`config.mk`:
```
export PLATFORM = sky130hd
export DESIGN_NAME = led_bar_serializer
export DESIGN_NICKNAME = d
export VERILOG_FILES = /design/src/rtl/led_bar_pkg.sv /design/src/rtl/led_bar_serializer_peak.sv /design/src/rtl/led_bar_serializer.sv
export SDC_FILE = /design/constraint.sdc
export NUM_CORES = 1
export LEC_CHECK = 0
export ABC_AREA = 1
export CORE_MARGIN = 4
export CORE_UTILIZATION = 42
export CTS_CLUSTER_DIAMETER = 100
export DETAILED_ROUTE_END_ITERATION = 10
export MAX_ROUTING_LAYER = met4
export PLACE_DENSITY = 0.73
export SETUP_SLACK_MARGIN = 0.2
export SLEW_MARGIN = 20
export SYNTH_ARGS = -nofsm -noshare
export SYNTH_HDL_FRONTEND = slang
export SYNTH_HIERARCHICAL = 1
export SYNTH_SLANG_ARGS = --single-unit
```
`constraint.sdc`:
```
create_clock -name clk -period 2.4 [get_ports clk]
set_clock_uncertainty 0.1 [all_clocks]
set_input_delay 0.48 -clock clk [delete_from_list [all_inputs] [get_ports clk]]
set_output_delay 0.48 -clock clk [all_outputs]
set_load 0.03 [all_outputs]
```
`src/rtl/led_bar_pkg.sv`:
```
// Shared types and sizing helpers for the LED bar-graph serializer.
// The FSM enum carries MERGE, which is only reachable when PEAK_HOLD_EN is defined.
package led_bar_pkg;

    localparam int unsigned DEF_N_BANDS       = 8;
    localparam int unsigned DEF_COLUMN_HEIGHT = 16;

    typedef enum logic [1:0] {
        IDLE  = 2'd0,
        MERGE = 2'd1,
        SHIFT = 2'd2,
        LATCH = 2'd3
    } state_t;

    function automatic int unsigned total_bits(input int unsigned bands, input int unsigned height);
        return bands * height;
    endfunction

    // Counter/index width that never collapses to zero bits.
    function automatic int unsigned idx_width(input int unsigned n);
        return (n > 1) ? $clog2(n) : 1;
    endfunction

    function automatic int unsigned level_width(input int unsigned height);
        return $clog2(height + 1);
    endfunction

endpackage

```
`src/rtl/led_bar_serializer_peak.sv`:
```
// peak_hold_band: per-column peak-dot tracker with frame-count decay.
// Level is derived from the highest set bit, so non-thermometer columns are tolerated.
module peak_hold_band
    import led_bar_pkg::*;
#(
    parameter int unsigned COLUMN_HEIGHT     = DEF_COLUMN_HEIGHT,
    parameter int unsigned PEAK_DECAY_FRAMES = 8
) (
    input  logic                     clk,
    input  logic                     rst_n,
    input  logic                     update,
    input  logic [COLUMN_HEIGHT-1:0] col_in,
    input  logic [COLUMN_HEIGHT-1:0] col_frame,
    output logic [COLUMN_HEIGHT-1:0] col_merged
);
    localparam int unsigned LEVEL_W = level_width(COLUMN_HEIGHT);
    localparam int unsigned DECAY_W = idx_width(PEAK_DECAY_FRAMES);
    localparam logic [DECAY_W-1:0] DECAY_LAST = DECAY_W'(PEAK_DECAY_FRAMES - 1);

    logic [LEVEL_W-1:0] level;
    logic [LEVEL_W-1:0] peak;
    logic [DECAY_W-1:0] decay;

    always_comb begin
        level = '0;
        for (int unsigned h = 0; h < COLUMN_HEIGHT; h++) begin
            if (col_in[h]) level = LEVEL_W'(h + 1);
        end
    end

    // Reaching DECAY_LAST here means the incremented count hits PEAK_DECAY_FRAMES.
    always_ff @(posedge clk) begin
        if (!rst_n) begin
            peak  <= '0;
            decay <= '0;
        end else if (update) begin
            if (level >= peak) begin
                peak  <= level;
                decay <= '0;
            end else if (decay == DECAY_LAST) begin
                peak  <= peak - 1'b1;
                decay <= '0;
            end else begin
                decay <= decay + 1'b1;
            end
        end
    end

    always_comb begin
        col_merged = col_frame;
        for (int unsigned h = 0; h < COLUMN_HEIGHT; h++) begin
            if (peak == LEVEL_W'(h + 1)) col_merged[h] = 1'b1;
        end
    end

endmodule

```
`src/rtl/led_bar_serializer.sv`:
```
// led_bar_serializer: captures one bar frame, shifts it MSB first to an LED board, then latches.
// Optional peak-hold dots are enabled with the PEAK_HOLD_EN macro.
module led_bar_serializer
    import led_bar_pkg::*;
#(
    parameter int unsigned N_BANDS           = DEF_N_BANDS,
    parameter int unsigned COLUMN_HEIGHT     = DEF_COLUMN_HEIGHT,
    parameter int unsigned CLK_DIV           = 2,
    parameter int unsigned PEAK_DECAY_FRAMES = 8
) (
    input  logic                               clk,
    input  logic                               rst_n,
    input  logic [N_BANDS*COLUMN_HEIGHT-1:0]   leds,
    input  logic                               frame_valid,
    output logic                               frame_ready,
    output logic                               sclk,
    output logic                               sdata,
    output logic                               latch,
    output logic                               busy,
    output logic                               frame_done
);
    localparam int unsigned TOTAL = total_bits(N_BANDS, COLUMN_HEIGHT);
    localparam int unsigned BIT_W = idx_width(TOTAL);
    localparam int unsigned DIV_W = idx_width(CLK_DIV);
    localparam logic [BIT_W-1:0] BIT_LAST = BIT_W'(TOTAL - 1);
    localparam logic [DIV_W-1:0] DIV_LAST = DIV_W'(CLK_DIV - 1);
`ifdef PEAK_HOLD_EN
    localparam state_t LOAD_STATE = MERGE;
`else
    localparam state_t LOAD_STATE = SHIFT;
`endif

    state_t           state, state_n;
    logic [BIT_W-1:0] bit_cnt, bit_n;
    logic [DIV_W-1:0] div_cnt, div_n;
    logic [TOTAL-1:0] shadow, shadow_n;
    logic             sclk_n, sdata_n, latch_n, busy_n, done_n, ready_n;
    logic             accept, div_end;

    // frame_ready is raised in the final latch cycle so a waiting frame follows with no gap.
    assign accept  = frame_valid && frame_ready;
    assign div_end = (div_cnt == DIV_LAST);

`ifdef PEAK_HOLD_EN
    logic [TOTAL-1:0] merged;

    for (genvar b = 0; b < N_BANDS; b++) begin : g_band
        peak_hold_band #(
            .COLUMN_HEIGHT     (COLUMN_HEIGHT),
            .PEAK_DECAY_FRAMES (PEAK_DECAY_FRAMES)
        ) u_peak (
            .clk        (clk),
            .rst_n      (rst_n),
            .update     (accept),
            .col_in     (leds[b*COLUMN_HEIGHT +: COLUMN_HEIGHT]),
            .col_frame  (shadow[b*COLUMN_HEIGHT +: COLUMN_HEIGHT]),
            .col_merged (merged[b*COLUMN_HEIGHT +: COLUMN_HEIGHT])
        );
    end
`endif

    always_ff @(posedge clk) begin
        if (!rst_n) begin
            state       <= IDLE;
            bit_cnt     <= '0;
            div_cnt     <= '0;
            shadow      <= '0;
            sclk        <= 1'b0;
            sdata       <= 1'b0;
            latch       <= 1'b0;
            busy        <= 1'b0;
            frame_done  <= 1'b0;
            frame_ready <= 1'b0;
        end else begin
            state       <= state_n;
            bit_cnt     <= bit_n;
            div_cnt     <= div_n;
            shadow      <= shadow_n;
            sclk        <= sclk_n;
            sdata       <= sdata_n;
            latch       <= latch_n;
            busy        <= busy_n;
            frame_done  <= done_n;
            frame_ready <= ready_n;
        end
    end

    always_comb begin
        state_n  = state;
        bit_n    = bit_cnt;
        div_n    = div_cnt;
        shadow_n = shadow;
        unique case (state)
            IDLE: begin
                if (accept) begin
                    state_n  = LOAD_STATE;
                    shadow_n = leds;
                    bit_n    = '0;
                    div_n    = '0;
                end
            end
            MERGE: begin
                state_n = SHIFT;
`ifdef PEAK_HOLD_EN
                shadow_n = merged;
`endif
            end
            SHIFT: begin
                div_n = div_end ? '0 : div_cnt + 1'b1;
                // The current bit always sits in the shadow MSB; advance after the sclk-high half.
                if (div_end && sclk) begin
                    if (bit_cnt == BIT_LAST) begin
                        state_n = LATCH;
                    end else begin
                        bit_n    = bit_cnt + 1'b1;
                        shadow_n = shadow << 1;
                    end
                end
            end
            LATCH: begin
                div_n = div_end ? '0 : div_cnt + 1'b1;
                if (div_end) begin
                    state_n = IDLE;
                    bit_n   = '0;
                    if (accept) begin
                        state_n  = LOAD_STATE;
                        shadow_n = leds;
                    end
                end
            end
            default: state_n = IDLE;
        endcase
    end

    always_comb begin
        sclk_n  = 1'b0;
        sdata_n = 1'b0;
        latch_n = (state_n == LATCH);
        busy_n  = (state_n != IDLE);
        done_n  = (state == LATCH) && div_end;
        ready_n = (state_n == IDLE) || ((state_n == LATCH) && (div_n == DIV_LAST));
        if (state_n == SHIFT) begin
            sdata_n = shadow_n[TOTAL-1];
            if (state == SHIFT) sclk_n = div_end ? ~sclk : sclk;
        end
    end

endmodule

```
==> metrics <==
status finished, final reports clean; Iter 0 DRT Violations 634; Post-Syn Area between 8000 and 9000 sq um; end of the worst hold path shadow[77]; CTS sink cnt between 100 and 150; actual slew at the worst max-slew pin ~0.48 ns; post-synth top area share 0.343; delay-heaviest family, CP buffers and inverters; Residual DRC 0; drt first pass iters 5; Reg2Reg Depth 9; ys flop type dfxtp_1; grt ovf 0; drt wl/cell around 13 microns; post-synthesis cell count around 1400; CP startpoint frame_ready; VDD IR max between 0.0005 and 0.0006 V; ANT nets after route 0; Synth top cells by count 266 x nor2_1, 186 x o21ai_0, 161 x nand2_1, 144 x dfxtp_1, 142 x inv_1; final core utilization 0.544; initial antenna violation count 1; max-cap violations 0; pin count of the biggest net entering global routing just over 90; post-synthesis register bit count around 140; WP buf/inv 1; DP Cell Count 1681; WHS Path Cells 2; Die Wd between 100 and 150 microns; Setup-failing EPs final 0; Rows roughly 50; GRT Util Overall 0.197; area of the core 19600 sq um; CTS tree built; Fin. Hold Viols 0; HP Start shadow[77]; RSZ-0062 raised after global routing no; Tmin final between 2 and 2.5 ns; Layout Area Growth over Synthesis 26.5%; Ys Warns 6; PortBufs 136; Async SR Flop Fraction 0; Pwr per Cell Area 659 nW/um^2; Ports between 100 and 150; global-route wire length before repair 36100 microns; Seq/Total Area, Yosys 0.343; Critical Path RT roughly 1.8 ns; Die Y about 150 microns; htree depth 4; Max Slew Vio Count 0; vias in the first global route around 7900; Longest Clk Path Bufs 2; period utilisation layout 0.879; CP Launch Type flip-flop; Skew-Pair Late Insertion Delay ~0.42 ns; Post-CTS Hold Fix Bufs 0; vias per inst 4.92; Hold Path Class reg -> reg; slowest stage delay, CP around 0.7 ns; Critical Path Sink Type primary output; cell taking the most area after synthesis dfxtp_1; fraction of layout cells with a size suffix above 1 0.138; vias approximately 8500; Starting Density 0.430; post-synth net total between 1000 and 1500; top post-synthesis cells by area dfxtp_1 34%, nor2_1 12%, o21ai_0 11%; Synth cell types 30; Post-synth EDFFs 0; Crit-path slowest cell clkdlybuf4s50_1; R2R Path End shadow[81]; Max-slew headroom 0.682; critical path type reg -> out; Crit Reg-Reg Startpoint bit_cnt[0]; hpwl dp between 10000 and 15000 microns; final layout net count 1573; Max Clk Rate 0.474 GHz; critical path arrival between 1.5 and 2 ns; most frequent cell after synthesis nor2_1; CP Cell Sequence clkdlybuf4s50_1; setup TNS 0 ns; Leak Pwr 4.54 nW; internal reg-to-reg setup slack around 0.36 ns; Crit Path Max Fanout 2; syn avg cell area just over 6 sq um; clk root buf clkbuf_16; WL final roughly 22000 microns; Die ar. between 20000 and 25000 sq um; total CTS buffers 17; final cell count without fillers approximately 1700; clk slew on worst S/H paths around 0.06 ns; GP Congestion roughly 0.81
==> kinds of logic (layout without fill, tap and decap cells) <==
| kind of cell | after synthesis | in the layout | synth area share |
|---|---|---|---|
| other | 0 | 1 | 0 |
| buffers and inverters | 241 | 340 | 0.118 |
| adder cells (fa/ha/maj) | 1 | 1 | 0.00149 |
| flip-flops | 144 | 144 | 0.343 |
| AO/OA/AOI/OAI | 266 | 266 | 0.160 |
| AND/OR/NAND/NOR | 700 | 701 | 0.377 |
| XOR/XNOR | 2 | 2 | 0.00208 |
==> metrics by stage <==
| stage | total power, mW | instance area (sq um) | setup slack (ns) | hold WS (ns) |
|---|---|---|---|---|
| 6_report | 7.02 | 10600 | 0.291 | 0.373 |
| 2_1_floorplan | 3.88 | 8420 | 0.676 | 0.342 |
| 5_1_grt | 7.46 | 10600 | 0.199 | 0.401 |
| 3_3_place_gp | 4.30 | 9950 | 0.149 | 0.353 |
| 3_5_place_dp | 4.34 | 9950 | 0.0894 | 0.365 |
| 4_1_cts | 7.06 | 10500 | 0.282 | 0.374 |
==> sequential cells by signal, summed over array words and instances, names as in the netlist <==
name         cells
sdata            1
bit_cnt          7
busy             1
state            2
frame_ready      1
sclk             1
shadow         128
frame_done       1
div_cnt          1
latch            1
==> layout by cell type, fill, tap and decap left out, types with 2 or more instances in the layout <==
master,count
or2_2,126
buf_16,2
nor3_1,3
buf_4,15
buf_12,7
o21ai_0,179
clkinv_4,2
o21bai_1,3
clkinvlp_4,4
a21oi_1,10
inv_1,142
nor2_2,2
bufinv_16,3
dfxtp_1,144
clkinv_2,5
clkdlybuf4s50_1,135
nand2_2,3
o21ai_1,72
nand2_1,159
nand2_4,3
nand3_1,132
nor2_1,266
buf_6,2
clkbuf_16,18
nand3_2,2
inv_2,2
xor2_1,2
==> metal layers <==
layer,vias to the layer above,routed length [microns],track usage
li1,4451,-,-
met1,3761,10600,0.265
met4,0,238,0.0458
met2,225,9700,0.304
met5,-,0,-
met3,21,1370,0.0433
==> area by class of cell <==
| type | instances | area [sq um] |
|---|---|---|
| fillers | 1940 | 8940 |
| clock inverters | 14 | 166 |
| well taps | 265 | 332 |
| repair buffers | 162 | 1710 |
| multi-input cells | 970 | 4580 |
| clock buffers | 18 | 429 |
| flip-flops and latches | 144 | 2880 |
| inverters | 146 | 552 |
| diodes | 1 | 2.50 |
==> how the worst max path moves through the flow <==
stage / to / slack [ns] / cells after the start
4_1_cts: frame_ready / 0.28 / 1
2_1_floorplan: shadow[78] / 0.68 / 8
3_5_place_dp: shadow[101] / 0.09 / 9
6_report: frame_ready / 0.29 / 1
5_1_grt: shadow[88] / 0.20 / 9
3_3_place_gp: shadow[107] / 0.15 / 9
==> power by group <==
| group | internal [mW] | switching [mW] | leakage, nW |
|---|---|---|---|
| clock network | 1.63 | 1.06 | 0.282 |
| registers | 2.64 | 0.120 | 1.18 |
| logic | 0.721 | 0.846 | 3.07 |
| total | 4.99 | 2.03 | 4.54 |
==> repair_timing <==
| item | 4_1_cts | 5_1_grt |
|---|---|---|
| endpoints found under the hold margin | 0 | 0 |
| setup buffers | 0 | 4 |
| resized for setup | 0 | 13 |
| endpoints found under the setup margin | 0 | 99 |
(Power assumes the default switching activity.)
